--- config.mk ---
export PLATFORM = sky130hd
export DESIGN_NAME = if_prefetch
export DESIGN_NICKNAME = d
export VERILOG_FILES = /design/src/rtl/if_prefetch.sv
export SDC_FILE = /design/constraint.sdc
export NUM_CORES = 1
export LEC_CHECK = 0
export ABC_AREA = 1
export CAP_MARGIN = 15
export CORE_UTILIZATION = 30
export DETAILED_ROUTE_END_ITERATION = 6
export PLACE_DENSITY = 0.52
export SYNTH_ARGS = -nofsm -noshare
export SYNTH_HDL_FRONTEND = slang
export SYNTH_SLANG_ARGS = --single-unit
--- constraint.sdc ---
create_clock -name clk -period 5.35 [get_ports clk]
set_input_delay 0.535 -clock clk [delete_from_list [all_inputs] [get_ports clk]]
set_output_delay 0.535 -clock clk [all_outputs]
set_load 0.02 [all_outputs]
--- src/rtl/if_prefetch.sv ---
// rtl/if_prefetch.sv - sequential instruction prefetch with DEPTH-entry {pc, inst} queue and redirect squash
module if_prefetch #(
    parameter int                ADDR_W   = 32,
    parameter int                INST_W   = 32,
    parameter int                DEPTH    = 4,
    parameter logic [ADDR_W-1:0] RESET_PC = '0,
    parameter int                PC_STEP  = 4
) (
    input  logic                      clk,
    input  logic                      rst,
    input  logic                      br_ctrl,
    input  logic [ADDR_W-1:0]         br_addr,
    input  logic                      pc_stall,
    output logic                      imem_req,
    output logic [ADDR_W-1:0]         imem_addr,
    input  logic [INST_W-1:0]         imem_rdata,
    output logic                      if_valid,
    output logic [INST_W-1:0]         if_inst,
    output logic [ADDR_W-1:0]         if_pc,
    output logic [$clog2(DEPTH):0]    fifo_cnt
);

    localparam int PTR_W = $clog2(DEPTH);
    localparam int CNT_W = PTR_W + 1;
    localparam int OCC_W = CNT_W + 1;

    logic [ADDR_W-1:0] fetch_pc;
    logic [ADDR_W-1:0] inflight_pc;
    logic              inflight;
    logic [PTR_W-1:0]  rd_ptr;
    logic [PTR_W-1:0]  wr_ptr;
    logic [CNT_W-1:0]  count;
    logic [ADDR_W-1:0] pc_mem   [DEPTH];
    logic [INST_W-1:0] inst_mem [DEPTH];

    logic              issue;
    logic              push;
    logic              pop;
    logic [OCC_W-1:0]  occupancy;

    // Credit counts the outstanding request so its response always has a slot.
    assign occupancy = {1'b0, count} + OCC_W'(inflight);
    assign issue     = rst & ~br_ctrl & (occupancy < OCC_W'(DEPTH));
    assign push      = inflight & ~br_ctrl;
    assign pop       = if_valid & ~pc_stall & ~br_ctrl;

    assign imem_req  = issue;
    assign imem_addr = fetch_pc;
    assign if_valid  = (count != '0);
    assign if_pc     = pc_mem[rd_ptr];
    assign if_inst   = inst_mem[rd_ptr];
    assign fifo_cnt  = count;

    always_ff @(posedge clk or negedge rst) begin
        if (!rst) begin
            fetch_pc    <= RESET_PC;
            inflight_pc <= '0;
            inflight    <= 1'b0;
            rd_ptr      <= '0;
            wr_ptr      <= '0;
            count       <= '0;
        end else if (br_ctrl) begin
            fetch_pc <= br_addr & ~ADDR_W'(3);
            inflight <= 1'b0;
            rd_ptr   <= '0;
            wr_ptr   <= '0;
            count    <= '0;
        end else begin
            if (issue) begin
                fetch_pc    <= fetch_pc + ADDR_W'(PC_STEP);
                inflight_pc <= fetch_pc;
            end
            inflight <= issue;
            if (push) begin
                wr_ptr <= wr_ptr + PTR_W'(1);
            end
            if (pop) begin
                rd_ptr <= rd_ptr + PTR_W'(1);
            end
            case ({push, pop})
                2'b10:   count <= count + CNT_W'(1);
                2'b01:   count <= count - CNT_W'(1);
                default: count <= count;
            endcase
        end
    end

    // Storage carries no reset; only count decides which entries are live.
    always_ff @(posedge clk) begin
        if (push) begin
            pc_mem[wr_ptr]   <= inflight_pc;
            inst_mem[wr_ptr] <= imem_rdata;
        end
    end

endmodule

==> key figures, run 1 <==
Synthesis
  – Post-Synth XOR/XNOR Area: 0.542%
  – Mux cell area share after synthesis: 0%
  – Yosys warnings: 0
  – Simple-gate share of the synthesized area: 13.5%
  – Synth Flop Type: edfxtp_1
  – Largest area contributor in the netlist: edfxtp_1
  – EDFF count, synth: 248
  – Seq/Total Area, Yosys: 70.8%
  – Flops & latches, synth: 316
  – Cell Area, Synth: 12900 µm²
  – Synth top area share: 57.6%
  – Fraction of registers with async set/reset: 21.5%
  – Adder-cell share of the synthesized area: 0.639%
  – Synth area leaders: edfxtp_1, dfrtp_1, o21ai_0
  – Avg Synthesized Cell Area: 11.8 µm²
  – Post-Syn Instances: 1098
  – Cell with the most instances after synthesis: edfxtp_1
  – Post-synth top cells: edfxtp_1, nor2_1, o21ai_0
  – Number of library cell types mapped by synthesis: 35
  – Largest family of logic cells by synthesized area: simple AND/OR/NAND/NOR gates
  – Compound-Gate Fraction of Synth Area: 10.5%

Run status
  – Status: complete, no violations

Drt
  – # DRC: 0
  – DRT Wirelength: 32100 µm
  – Vias per Instance: 4.72
  – Vias: 8573
  – Antenna viol nets, final: 0
  – Avg WL per Cell: 17.7 µm
  – DR iter-0 viols: 510
  – Router iterations before antenna repair: 4

Critical path
  – Slowest CP cell: inv_4
  – Critical setup path kind: flop to output port
  – Critical-path cell list: inv_4, buf_4, o21ai_0, o22ai_1, clkdlybuf4s50_1
  – CP max FO: 87
  – Cell family with most CP delay: buffers and inverters
  – CP Launch Type: flop
  – Worst Path Buf+Inv: 3
  – CP peak stage delay: 740 ps
  – Crit path DAT: 3510 ps
  – CP endpoint kind: output port
  – Critical Path RT: 4820 ps

Min path
  – Hold WC Path Type: primary input to asynchronous set/reset pin

Clock tree
  – CTS HTree Levels: 2
  – Num CTS Buffers: 37
  – CTS clk-pin slew, worst paths: 60 ps
  – Skew-Pair Late Insertion Delay: 530 ps
  – Root Buffer: clkbuf_16
  – Max clock buf depth: 3
  – CTS Sinks: 316
  – Post-CTS sizing: 0
  – CTS tree: done

Timing
  – Final Hold Viols: 0
  – RSZ-0062 raised after global routing: no
  – Tightest Pin Transition: 936 ps
  – Slew Limit Fails: 0
  – Setup TNS: 0 ps
  – Slew HR: 37.4%
  – Fin crit period: 4040 ps
  – Clk_skew: 9.85 ps
  – Final period util: 75.5%
  – Final setup viols: 0
  – Highest clock rate: 247 MHz
  – Setup ws final: 1310 ps

Die
  – Num ports: 169
  – Die Width: 210 µm
  – Row cnt: 75
  – Die height: 210 µm
  – DIE AREA: 43900 µm²
  – Initial Util: 30.6%
  – Core area: 42200 µm²

Pwr
  – Power, Total: 7.53 mW
  – Pwr/cell area: 460 nW/µm²
  – Pleak: 5.89 nW
  – Maximum VDD drop: 0.195 mV

Place
  – Place WS: 1780 ps
  – Dpl hpwl: 19400 µm
  – GP Congestion: 0.788
  – Post-DP Area: 15100 µm²
  – # port buffers: 162

Layout
  – Antenna Cells: 0
  – Layout cells sized above 1: 8.44%
  – Final nets: 1328
  – Fin util: 38.8%
  – Finished Cell Area: 16400 µm²
  – Synth-to-layout area growth: 26.7%

Job
  – Max-cap violations: 0

Global routing
  – Pin count of the biggest net entering global routing: 88
  – Initial antenna violation count: 0
  – Gr ovfl total: 0
  – First-pass GRT wire length: 50000 µm
  – Tot GR Track Use: 14.9%
  – Number of global-route vias before repair: 8343
==> final timing paths <==
path / slack (ps) / depth (start not counted) / from / to
setup / recovery: 1310 / 5 / rd_ptr[0]$_DFFE_PN0P_ / if_inst[12]
hold / removal: 500 / 2 / rst / imem_addr[3]$_DFFE_PN0P_
setup reg to reg: 2870 / 9 / fifo_cnt[1]$_DFFE_PN0P_ / imem_addr[27]$_DFFE_PN0P_
hold reg to reg: 520 / 0 / inflight_pc[12]$_DFFE_PN0P_ / pc_mem[2][12]$_DFFE_PP_
max in group asynchronous: 3690 / 3 / rst / rd_ptr[0]$_DFFE_PN0P_
min in group clk: 520 / 0 / inflight_pc[12]$_DFFE_PN0P_ / pc_mem[2][12]$_DFFE_PP_
==> placed cells by master (no fill, tap or decap), types with 6 or more instances in the layout <==
master / n
a21oi_1: 6
o22ai_1: 63
o211ai_1: 8
inv_1: 57
o21ai_0: 150
nand3_2: 6
buf_4: 7
o21ai_1: 16
clkbuf_16: 39
clkinv_2: 6
nor2_2: 7
dfrtp_1: 66
xor2_1: 7
nand3b_1: 6
nor2_1: 172
nor2_4: 11
nand2_1: 141
nand4_1: 12
clkbuf_1: 8
clkdlybuf4s50_1: 161
nand3_1: 29
edfxtp_1: 248
==> final cells by class <==
cell class	instances	area [µm²]
sequential	316	9150
inverter	62	235
multi-input combinational	663	3300
fill	4071	25900
timing repair buffer	174	1760
clock inverter	14	205
clock buffer	50	1050
tap	539	674
==> state kept, by name, summed over array words and instances (netlist names) <==
signal,count
fifo_cnt,3
imem_addr,30
inflight,1
inflight_pc,30
inst_mem,128
pc_mem,120
rd_ptr,2
wr_ptr,2
==> through the flow <==
step | cells | hold WS (ps)
after global routing | 1818 | 524
final | 1818 | 503
after detailed placement | 1753 | 510
after CTS | 1818 | 489
after global placement | 1753 | 498
after floorplan | 1101 | 239
==> report_power, final <==
group          internal (mW)  total (mW)  switching (mW)
Sequential              2.97        3.25           0.278
Clock                   1.61        2.58           0.970
Combinational          0.672        1.70            1.02
==> per-layer routing <==
metal	vias to the layer above	wire length [µm]	track usage [%]	share of wire [%]
met2	220	14400	23.1	45
met5	-	0	0	0
met3	40	1640	2.95	5.1
met4	0	698	5.06	2.2
met1	4121	15300	20.8	48
li1	4192	-	-	-
==> timing repair <==
action / CTS / global route
setup buffers: 0 / 0
hold buffers: 1 / 0
endpoints found under the hold margin: 17 / 0
==> cell families after synthesis <==
kind of cell	count (synthesis)
other	1
adders and majority gates	6
xor gates and xnor gates	8
and+or+nand+nor	397
buffers and inverters	122
AOI/OAI and AO/OA	248
DFF	316
Note: power is estimated with default switching activity, not from simulation.
==> run 2: changes to the inputs <==
Clock period 5.35 ns to 3.9 ns, I/O delays scaled along.
==> run 2 against run 1 <==
Combinational power grew 41%; clock-buffer cell count grew 3; sequential share of layout area shrank 0.068 points; critical path depth shrank 1; clock skew grew 8.1 ps; via count grew 1.7%; cell area grew 0.12%; sequential power grew 36%; wire length shrank 0.17%; power grew 35%; first-iteration DRC count grew 2.7%; hold slack lost 100 ps; highest routed layer unchanged.
==> key figures, run 2 (same netlist as run 1, synthesis figures left out) <==
Drt
  – DRT Wirelength: 32000 µm (-0.17%)
  – Router iterations before antenna repair: 7 (+3)
  – Vias: 8723 (+1.7%)
  – DR iter-0 viols: 524 (+2.7%)
  – Antenna viol nets, final: 0 (unchanged)
  – Vias per Instance: 4.76 (+1.0%)
  – Avg WL per Cell: 17.5 µm (-0.88%)
  – # DRC: 0 (unchanged)

Timing
  – RSZ-0062 raised after global routing: no
  – Slew HR: 48.6% (+11 points)
  – Slew Limit Fails: 0 (unchanged)
  – Fin crit period: 3240 ps
  – Tightest Pin Transition: 771 ps (-166 ps)
  – Clk_skew: 17.9 ps (+8.06 ps)
  – Final Hold Viols: 0 (unchanged)
  – Final period util: 83.1%
  – Highest clock rate: 309 MHz
  – WHS: 399 ps (-103 ps)
  – Setup ws final: 659 ps (-650 ps)
  – Final setup viols: 0 (unchanged)

Layout
  – Most common cell after layout, fill and taps aside: edfxtp_1
  – Max FFs per register: 128 (unchanged)
  – Layout cells sized above 1: 9.06% (+0.61 points)
  – Largest Register: inst_mem
  – Final nets: 1337 (+0.68%)
  – Biggest regs: inst_mem x128, pc_mem x120
  – Synth-to-layout area growth: 26.8%
  – Commonest cells after routing, fill and taps aside: edfxtp_1, nor2_1, clkdlybuf4s50_1
  – Antenna Cells: 0 (unchanged)

Global routing
  – First-pass GRT wire length: 49500 µm (-0.94%)
  – Tot GR Track Use: 14.7% (-0.19 points)
  – Pin count of the biggest net entering global routing: 70 (-20%)
  – Gr ovfl total: 0 (unchanged)
  – Number of global-route vias before repair: 8476 (+1.6%)
  – Initial antenna violation count: 1 (+1)

Critical path
  – Critical setup path kind: flop to output port
  – CP endpoint kind: output port
  – CP max FO: 69 (-21%)
  – Crit path DAT: 2850 ps (-660 ps)
  – CP Launch Type: flop
  – Critical Path RT: 3510 ps (-1310 ps)

Die
  – Die Width: 210 µm (unchanged)
  – Die height: 210 µm (unchanged)
  – Row cnt: 75 (unchanged)
  – Core area: 42200 µm² (unchanged)
  – DIE AREA: 43900 µm² (unchanged)
  – Num ports: 169 (unchanged)
  – Initial Util: 30.6% (unchanged)

Place
  – Dpl hpwl: 19600 µm (+0.87%)
  – GP Congestion: 0.801 (+1.7%)
  – Place WS: 1100 ps (-681 ps)
  – # port buffers: 162 (unchanged)

Run status
  – Status: complete, no violations

Clock tree
  – CTS HTree Levels: 2 (unchanged)
  – CTS clk-pin slew, worst paths: 60 ps (about the same)
  – Root Buffer: clkbuf_16
  – CTS tree: done
  – Skew-Pair Late Insertion Delay: 540 ps (about the same)
  – Num CTS Buffers: 38 (+2.7%)
  – Max clock buf depth: 3 (unchanged)
  – Post-CTS sizing: 0 (unchanged)
  – CTS Sinks: 316 (unchanged)

Job
  – Max-cap violations: 0 (unchanged)

Pwr
  – Maximum VDD drop: 0.252 mV (+29%)
  – Pleak: 5.90 nW (+0.26%)
  – Pwr/cell area: 618 nW/µm² (+35%)

Min path
  – Hold WC Path Type: primary input to flop
## run 2: final timing paths
path	cells past startpoint	endpoint	slack, ps	start
setup / recovery	4	if_pc[14]	660	rd_ptr[0]$_DFFE_PN0P_
hold / removal	3	imem_addr[10]$_DFFE_PN0P_	400	br_addr[10]
setup reg to reg	5	inst_mem[2][21]$_DFFE_PP_	1850	inflight$_DFF_PN0_
hold reg to reg	0	pc_mem[0][7]$_DFFE_PP_	520	inflight_pc[7]$_DFFE_PN0P_
max in group asynchronous	4	rd_ptr[0]$_DFFE_PN0P_	2400	rst
min in group asynchronous	3	imem_addr[5]$_DFFE_PN0P_	540	rst
## run 2: worst max-delay path: stages, from the launching register on
cell and delay, ps:
dfrtp_4 490, buf_4 580, o21ai_0 190, o22ai_1 350, clkdlybuf4s50_1 680
## run 2: cell type report
type                    instances  area [µm²]
clock buffers                  53        1070
flip-flops and latches        316        9150
inverters                      62         235
fillers                      4054       25800
well taps                     539         674
multi-input cells             663        3300
clock inverters                16         119
repair buffers                182        1840
## run 2: per-layer routing
layer | GRT usage, % | vias to the layer above | share of wire (%)
met4 | 4.33 | 0 | 2.1
met2 | 22.9 | 246 | 45
li1 | - | 4210 | -
met1 | 19.9 | 4227 | 47
met3 | 4.08 | 40 | 6.3
met5 | 0 | - | 0
## run 2: repair_timing
item | 4_1_cts | 5_1_grt
hold endpoints to repair | 19 | 0
hold buffers | 1 | 0
buffers inserted | 0 | 0
## run 2: power by group
group,internal [mW],switching (mW)
Clock,1.99,1.34
Sequential,4.07,0.350
Combinational,0.946,1.44
Total,7.01,3.13
## run 2: per-stage QoR
stage | instance area [µm²] | instances | setup TNS [ps] | util, % | power [mW]
after detailed placement | 15200 | 1761 | 0 | 36.0 | 6.92
after global placement | 15200 | 1761 | 0 | 36.0 | 6.89
after floorplan | 12900 | 1101 | -4610 | - | 5.72
after CTS | 16400 | 1831 | 0 | 38.8 | 10.3
after global routing | 16400 | 1831 | 0 | 38.8 | 10.7
final | 16400 | 1831 | 0 | 38.8 | 10.1
